`src/rtl/online_pkg.sv`:
```
// online_pkg: signed-digit encoding constants and width helpers shared by the online CCM datapath.
package online_pkg;
   localparam logic [1:0] DIG_P = 2'b10;
   localparam logic [1:0] DIG_N = 2'b01;
   localparam logic [1:0] DIG_Z = 2'b00;

   function automatic int clog2(input int v);
      int r;
      r = 0;
      while ((1 << r) < v) r++;
      return r;
   endfunction

   function automatic int y_width(input int stage, input int sw, input int nterm);
      return 2 * (stage + (1 << sw) - 1 + clog2(nterm));
   endfunction
endpackage

```
`src/rtl/online_adder.sv`:
```
// online_adder: exact sum of two N-digit borrow-save operands into N+1 digits.
// Positive and negative rails are summed separately, so the result digit value is exactly a+b+cin.
module online_adder #(
   parameter int N = 8
) (
   input  logic [2*N-1:0] a,
   input  logic [2*N-1:0] b,
   input  logic           cin,
   output logic [2*N+1:0] s
);
   logic [N-1:0] ap, an, bp, bn;
   logic [N:0]   sp, sn;

   always_comb begin
      for (int i = 0; i < N; i++) begin
         ap[i] = a[2*i+1];
         an[i] = a[2*i];
         bp[i] = b[2*i+1];
         bn[i] = b[2*i];
      end
      sp = {1'b0, ap} + {1'b0, bp} + {{N{1'b0}}, cin};
      sn = {1'b0, an} + {1'b0, bn};
      for (int i = 0; i <= N; i++) begin
         s[2*i+1] = sp[i];
         s[2*i]   = sn[i];
      end
   end
endmodule

```
`src/rtl/online_ccm_pipe.sv`:
```
// online_ccm_pipe: pipelined multiplier of a signed-digit sample by a runtime-loadable
// sum of up to NTERM signed power-of-two terms, with valid/ready flow control.
module online_ccm_pipe
   import online_pkg::*;
#(
   parameter  int STAGE = 4,
   parameter  int NTERM = 4,
   parameter  int SW    = 3,
   localparam int SMAX  = (1 << SW) - 1,
   localparam int LVL   = clog2(NTERM),
   localparam int F0    = STAGE + SMAX,
   localparam int YW    = y_width(STAGE, SW, NTERM)
) (
   input  logic                  clk,
   input  logic                  rst,
   input  logic                  in_valid,
   output logic                  in_ready,
   input  logic [2*STAGE-1:0]    x,
   input  logic                  coef_load,
   input  logic [NTERM*SW-1:0]   coef_shift,
   input  logic [NTERM-1:0]      coef_neg,
   input  logic [NTERM-1:0]      coef_en,
   output logic                  out_valid,
   input  logic                  out_ready,
   output logic [YW-1:0]         y
);
   // Default coefficient 41 = 2^5 + 2^3 + 2^0
   localparam logic [NTERM*SW-1:0] DEF_SHIFT = (NTERM*SW)'(5 + (3 << SW));
   localparam logic [NTERM-1:0]    DEF_EN    = (NTERM)'(7);

   logic [NTERM*SW-1:0] coef_shift_q, coef_shift_d;
   logic [NTERM-1:0]    coef_neg_q, coef_neg_d, coef_en_q, coef_en_d;
   logic [LVL:0]        v_q, v_d;
   logic [2*STAGE-1:0]  xn [NTERM];
   logic [2*F0-1:0]     term_q [NTERM], term_d [NTERM];
   logic                adv, acc;

   assign out_valid = v_q[LVL];
   assign adv       = ~(out_valid & ~out_ready);
   assign in_ready  = adv;
   assign acc       = in_valid & in_ready;

   always_comb begin
      coef_shift_d = coef_load ? coef_shift : coef_shift_q;
      coef_neg_d   = coef_load ? coef_neg   : coef_neg_q;
      coef_en_d    = coef_load ? coef_en    : coef_en_q;
      v_d          = adv ? {v_q[LVL-1:0], acc} : v_q;
   end

   always_ff @(posedge clk) begin
      if (rst) begin
         coef_shift_q <= DEF_SHIFT;
         coef_neg_q   <= '0;
         coef_en_q    <= DEF_EN;
         v_q          <= '0;
      end else begin
         coef_shift_q <= coef_shift_d;
         coef_neg_q   <= coef_neg_d;
         coef_en_q    <= coef_en_d;
         v_q          <= v_d;
      end
   end

   // Negation swaps the rails of every digit; the shift moves whole digits (two bits each)
   always_comb begin
      for (int k = 0; k < NTERM; k++) begin
         for (int i = 0; i < STAGE; i++)
            xn[k][2*i +: 2] = coef_neg_q[k] ? {x[2*i], x[2*i+1]} : x[2*i +: 2];
         term_d[k] = !adv ? term_q[k] :
                     !coef_en_q[k] ? '0 :
                     {{(2*SMAX){1'b0}}, xn[k]} << {coef_shift_q[k*SW +: SW], 1'b0};
      end
   end

   always_ff @(posedge clk) begin
      for (int k = 0; k < NTERM; k++)
         term_q[k] <= rst ? '0 : term_d[k];
   end

   for (genvar l = 1; l <= LVL; l++) begin : g_lvl
      localparam int N = NTERM >> l;
      localparam int W = F0 + l;
      logic [2*W-3:0] a [2*N];
      logic [2*W-1:0] s [N], sum_d [N], sum_q [N];
      if (l == 1) begin : g_src
         assign a = term_q;
      end else begin : g_src
         assign a = g_lvl[l-1].sum_q;
      end
      for (genvar j = 0; j < N; j++) begin : g_add
         online_adder #(.N(W-1)) u_add (
            .a   (a[2*j]),
            .b   (a[2*j+1]),
            .cin (1'b0),
            .s   (s[j])
         );
      end
      always_comb begin
         for (int j = 0; j < N; j++)
            sum_d[j] = adv ? s[j] : sum_q[j];
      end
      always_ff @(posedge clk) begin
         for (int j = 0; j < N; j++)
            sum_q[j] <= rst ? '0 : sum_d[j];
      end
   end

   assign y = g_lvl[LVL].sum_q[0];
endmodule

```
`config.mk`:
```
export PLATFORM = sky130hd
export DESIGN_NAME = online_ccm_pipe
export DESIGN_NICKNAME = d
export VERILOG_FILES = /design/src/rtl/online_pkg.sv /design/src/rtl/online_adder.sv /design/src/rtl/online_ccm_pipe.sv
export SDC_FILE = /design/constraint.sdc
export NUM_CORES = 1
export LEC_CHECK = 0
export ABC_AREA = 1
export CAP_MARGIN = 30
export CORE_MARGIN = 1
export CORE_UTILIZATION = 61
export CTS_CLUSTER_SIZE = 30
export DETAILED_ROUTE_END_ITERATION = 16
export GPL_TIMING_DRIVEN = 0
export PLACE_DENSITY = 0.78
export REMOVE_ABC_BUFFERS = 1
export SETUP_SLACK_MARGIN = 0.15
export SYNTH_ARGS = -nofsm -noshare
export SYNTH_HDL_FRONTEND = slang
export SYNTH_HIERARCHICAL = 1
export SYNTH_SLANG_ARGS = --single-unit
```
`constraint.sdc`:
```
create_clock -name clk -period 2.19 [get_ports clk]
set_input_delay 0.438 -clock clk [delete_from_list [all_inputs] [get_ports clk]]
set_output_delay 0.438 -clock clk [all_outputs]
set_load 0.05 [all_outputs]
```
==> impl_metrics.prom <==
# TYPE chip_impl_metric gauge
chip_impl_info{name="status",value="finished, final reports clean"} 1
chip_impl_metric{name="sequentialPowerShare",unit=""} 0.444
chip_impl_metric{name="cts_inserted_buffers",unit=""} 17
chip_impl_metric{name="crit_path_max_fanout",unit=""} 2
chip_impl_metric{name="route.detailed.wl_per_inst",unit="um"} 14.38
chip_impl_metric{name="power.density_cell_area",unit="nW/um^2"} 637.8
chip_impl_metric{name="layout_cells_sized_above_1",unit=""} 0.04496
chip_impl_info{name="master_of_the_slowest_instance_on_the_critical_path",value="clkdlybuf4s50_1"} 1
chip_impl_metric{name="timing_hold_violations_final",unit=""} 0
chip_impl_metric{name="route.vias.total",unit=""} 11990
chip_impl_metric{name="antenna_found_initial",unit=""} 0
chip_impl_metric{name="fin_tns_setup",unit="ns"} 0
chip_impl_metric{name="power.share.clock",unit=""} 0.354
chip_impl_metric{name="globalRouteOverflowTotal",unit=""} 0
chip_impl_metric{name="synth.ff_latch_count",unit=""} 185
chip_impl_metric{name="crit_required",unit="ns"} 1.75
chip_impl_metric{name="critical_path.max_stage_delay",unit="ns"} 0.81
chip_impl_metric{name="timing.hold.ws",unit="ns"} 0.4502
chip_impl_metric{name="antenna_cells_inserted",unit=""} 0
chip_impl_metric{name="critPathArrivalTime",unit="ns"} 1.59
chip_impl_metric{name="routed_wl",unit="um"} 31570
chip_impl_info{name="timing.critical_path.to_type",value="output pin"} 1
chip_impl_info{name="rsz0062_at_grt",value="no"} 1
chip_impl_metric{name="placement_rows",unit=""} 50
chip_impl_metric{name="syn_area_per_cell",unit="um^2"} 6.212
chip_impl_metric{name="design.die.area",unit="um^2"} 20020
chip_impl_metric{name="dpl_cell_area",unit="um^2"} 12520
chip_impl_metric{name="grt_pass1_wl",unit="um"} 51110
chip_impl_metric{name="hpwl",unit="um"} 22080
chip_impl_metric{name="max_slew.worst_pin.slew",unit="ns"} 0.6939
chip_impl_metric{name="die_height",unit="um"} 141.5
chip_impl_metric{name="residual_drc_count",unit=""} 0
chip_impl_metric{name="finalMaxSlewViolations",unit=""} 0
chip_impl_metric{name="io_buffers",unit=""} 60
chip_impl_metric{name="grt_start_max_net_pins",unit=""} 87
chip_impl_metric{name="postRouteAntennaNets",unit=""} 0
chip_impl_metric{name="post_cts_hold_buffer_count",unit=""} 0
chip_impl_metric{name="setup_violations",unit=""} 0
chip_impl_info{name="startpoint_type",value="register"} 1
chip_impl_metric{name="clock-skew-final",unit="ns"} 0.01201
chip_impl_metric{name="period_utilization_post_route",unit=""} 0.9246
chip_impl_info{name="most-common-layout-cells",value="599 x nand2_1, 287 x nor2_1, 221 x nand3_1, 184 x dfxtp_1, 156 x inv_1"} 1
chip_impl_metric{name="slew_headroom",unit=""} 0.5374
chip_impl_metric{name="vias_per_cell",unit=""} 5.464
chip_impl_metric{name="clkSinkCount",unit=""} 185
chip_impl_metric{name="synth.cell_area",unit="um^2"} 11870
chip_impl_metric{name="global_route.usage.total",unit=""} 0.3203
chip_impl_metric{name="comb_power_share",unit=""} 0.202
chip_impl_metric{name="final_cell_area",unit="um^2"} 13210
chip_impl_info{name="worstPathCellList",value="clkdlybuf4s50_1"} 1
chip_impl_metric{name="cts_max_level",unit=""} 4
chip_impl_metric{name="power.internal",unit="mW"} 5.742
chip_impl_metric{name="drt-pass1-iter-count",unit=""} 6
chip_impl_info{name="timing_worst_setup_path_type",value="reg2out"} 1
chip_impl_metric{name="net_switching",unit="mW"} 2.683
chip_impl_metric{name="yosysWarnings",unit=""} 6
chip_impl_metric{name="worst_skew_pair.late_latency",unit="ns"} 0.44
chip_impl_metric{name="floorplan.io_pins",unit=""} 61
chip_impl_metric{name="synth.distinct_cells",unit=""} 28
chip_impl_metric{name="globalplace.congestion",unit=""} 0.9446
chip_impl_metric{name="power.switching_fraction",unit=""} 0.3185
chip_impl_info{name="layout.cells.most_common",value="nand2_1"} 1
chip_impl_metric{name="cap_violations",unit=""} 0
chip_impl_metric{name="number_of_buffer_and_inverter_stages_on_the_critical_path",unit=""} 1
chip_impl_info{name="clock-root-buffer",value="clkbuf_16"} 1
chip_impl_metric{name="clock.fmax",unit="GHz"} 0.4939
chip_impl_metric{name="fin_crit",unit="ns"} 2.025
chip_impl_metric{name="path_clk_slew",unit="ns"} 0.07
chip_impl_info{name="critical-path-top-delay-family",value="buffers and inverters"} 1
chip_impl_metric{name="power.leakage",unit="nW"} 6.669
chip_impl_info{name="worst_hold_path_type",value="in2reg"} 1
chip_impl_metric{name="clk_path_buf_depth",unit=""} 2
chip_impl_metric{name="initial_utilization",unit=""} 0.6283
chip_impl_metric{name="synthesis.instances",unit=""} 1911
chip_impl_metric{name="max-vdd-ir-drop",unit="uV"} 576.5
chip_impl_metric{name="p_total",unit="mW"} 8.425
chip_impl_info{name="tritoncts",value="built"} 1
chip_impl_metric{name="layout_area_growth_over_synthesis",unit="%"} 11.27
chip_impl_metric{name="vias_in_the_first_global_route",unit=""} 10610
chip_impl_metric{name="dr.first_iter.drc_count",unit=""} 994
chip_impl_metric{name="ys_seq_area_frac",unit=""} 0.3120
chip_impl_metric{name="finish.net_count",unit=""} 2030
chip_impl_metric{name="core_area",unit="um^2"} 18890
chip_impl_metric{name="die_width",unit="um"} 141.5
==> path summary, 6_finish.rpt <==
path / startpoint / endpoint / slack, ns / depth (start not counted)
setup / recovery: g_lvl[2].sum_q[0][4] / y[4] / 0.17 / 1
hold / removal: rst / g_lvl[1].a[66] / 0.45 / 2
setup reg to reg: g_lvl[1].a[1] / g_lvl[1].sum_q[17] / 0.29 / 11
hold reg to reg: v_q[1] / v_q[1] / 0.46 / 2
==> state kept, by name (all words and copies together), names as in the netlist <==
register and flops:
g_lvl.a 88, g_lvl.sum_q 74, coef_shift_q 12, coef_en_q 4
coef_neg_q 4, v_q 3
==> area by class of cell <==
class                      instances  area, um^2
fill                            1703        5684
clock buffer                      18       439.2
tap                              260       325.3
timing repair buffer              68       747.0
clock inverter                    13       123.9
sequential                       185        3705
inverter                         163       618.1
multi-input combinational       1488        7251
==> cell usage after synthesis, drive strengths merged <==
cell type  count  share of area
or2            2         0.0011
nand4         16         0.0084
inv          161          0.051
conb           1        0.00032
ha            65          0.069
nor2         297          0.099
xor2          26          0.019
nand3        229           0.10
fa             9          0.015
o21ai         93          0.039
buf           50          0.022
xnor2          4         0.0030
dfxtp        185           0.31
nor3           6         0.0025
clkinv         2        0.00063
a21oi        128          0.055
clkbuf        31         0.0099
nand2        606           0.19
==> logic make-up (layout without fill, tap and decap cells) <==
group	after synthesis	in the layout	synth area share
and+or+nand+nor	1156	1160	0.4046
xor gates and xnor gates	30	30	0.02213
DFF	185	185	0.3120
adders and majority gates	74	74	0.08368
AOI/OAI and AO/OA	221	221	0.09380
buffers and inverters	244	262	0.08347
other	1	3	0.0003159
==> metal layers <==
layer	routed length (um)	GRT usage
met5	0	0
met4	794	0.1115
met3	2082	0.04826
met2	13960	0.5211
met1	14730	0.4331
==> metrics by stage <==
step                      setup WS [ns]  cells    util
after floorplan                  -1.832   1832       -
after global placement           -5.192   2152  0.6577
after detailed placement        -0.9875   2156  0.6625
after CTS                      -0.05700   2189  0.6945
after global routing             0.1502   2195  0.6991
final                            0.1651   2195  0.6991
==> what timing repair did <==
| item | CTS | global route |
|---|---|---|
| cloned | 2 | 2 |
| setup endpoints to repair | 173 | 63 |
| setup buffers | 0 | 4 |
| pin swaps | 1 | 4 |
| gates resized for setup | 12 | 21 |
==> power groups by stage <==
stage / logic (mW) / clock network [mW] / registers (mW)
global route: 1.90 / 3.16 / 3.76
detailed placement: 1.65 / 0 / 3.81
finish: 1.70 / 2.99 / 3.74
CTS: 1.67 / 3.01 / 3.74
floorplan: 1.02 / 0 / 3.91
global placement: 1.64 / 0 / 3.80
Power figures use the tool's default switching activity.
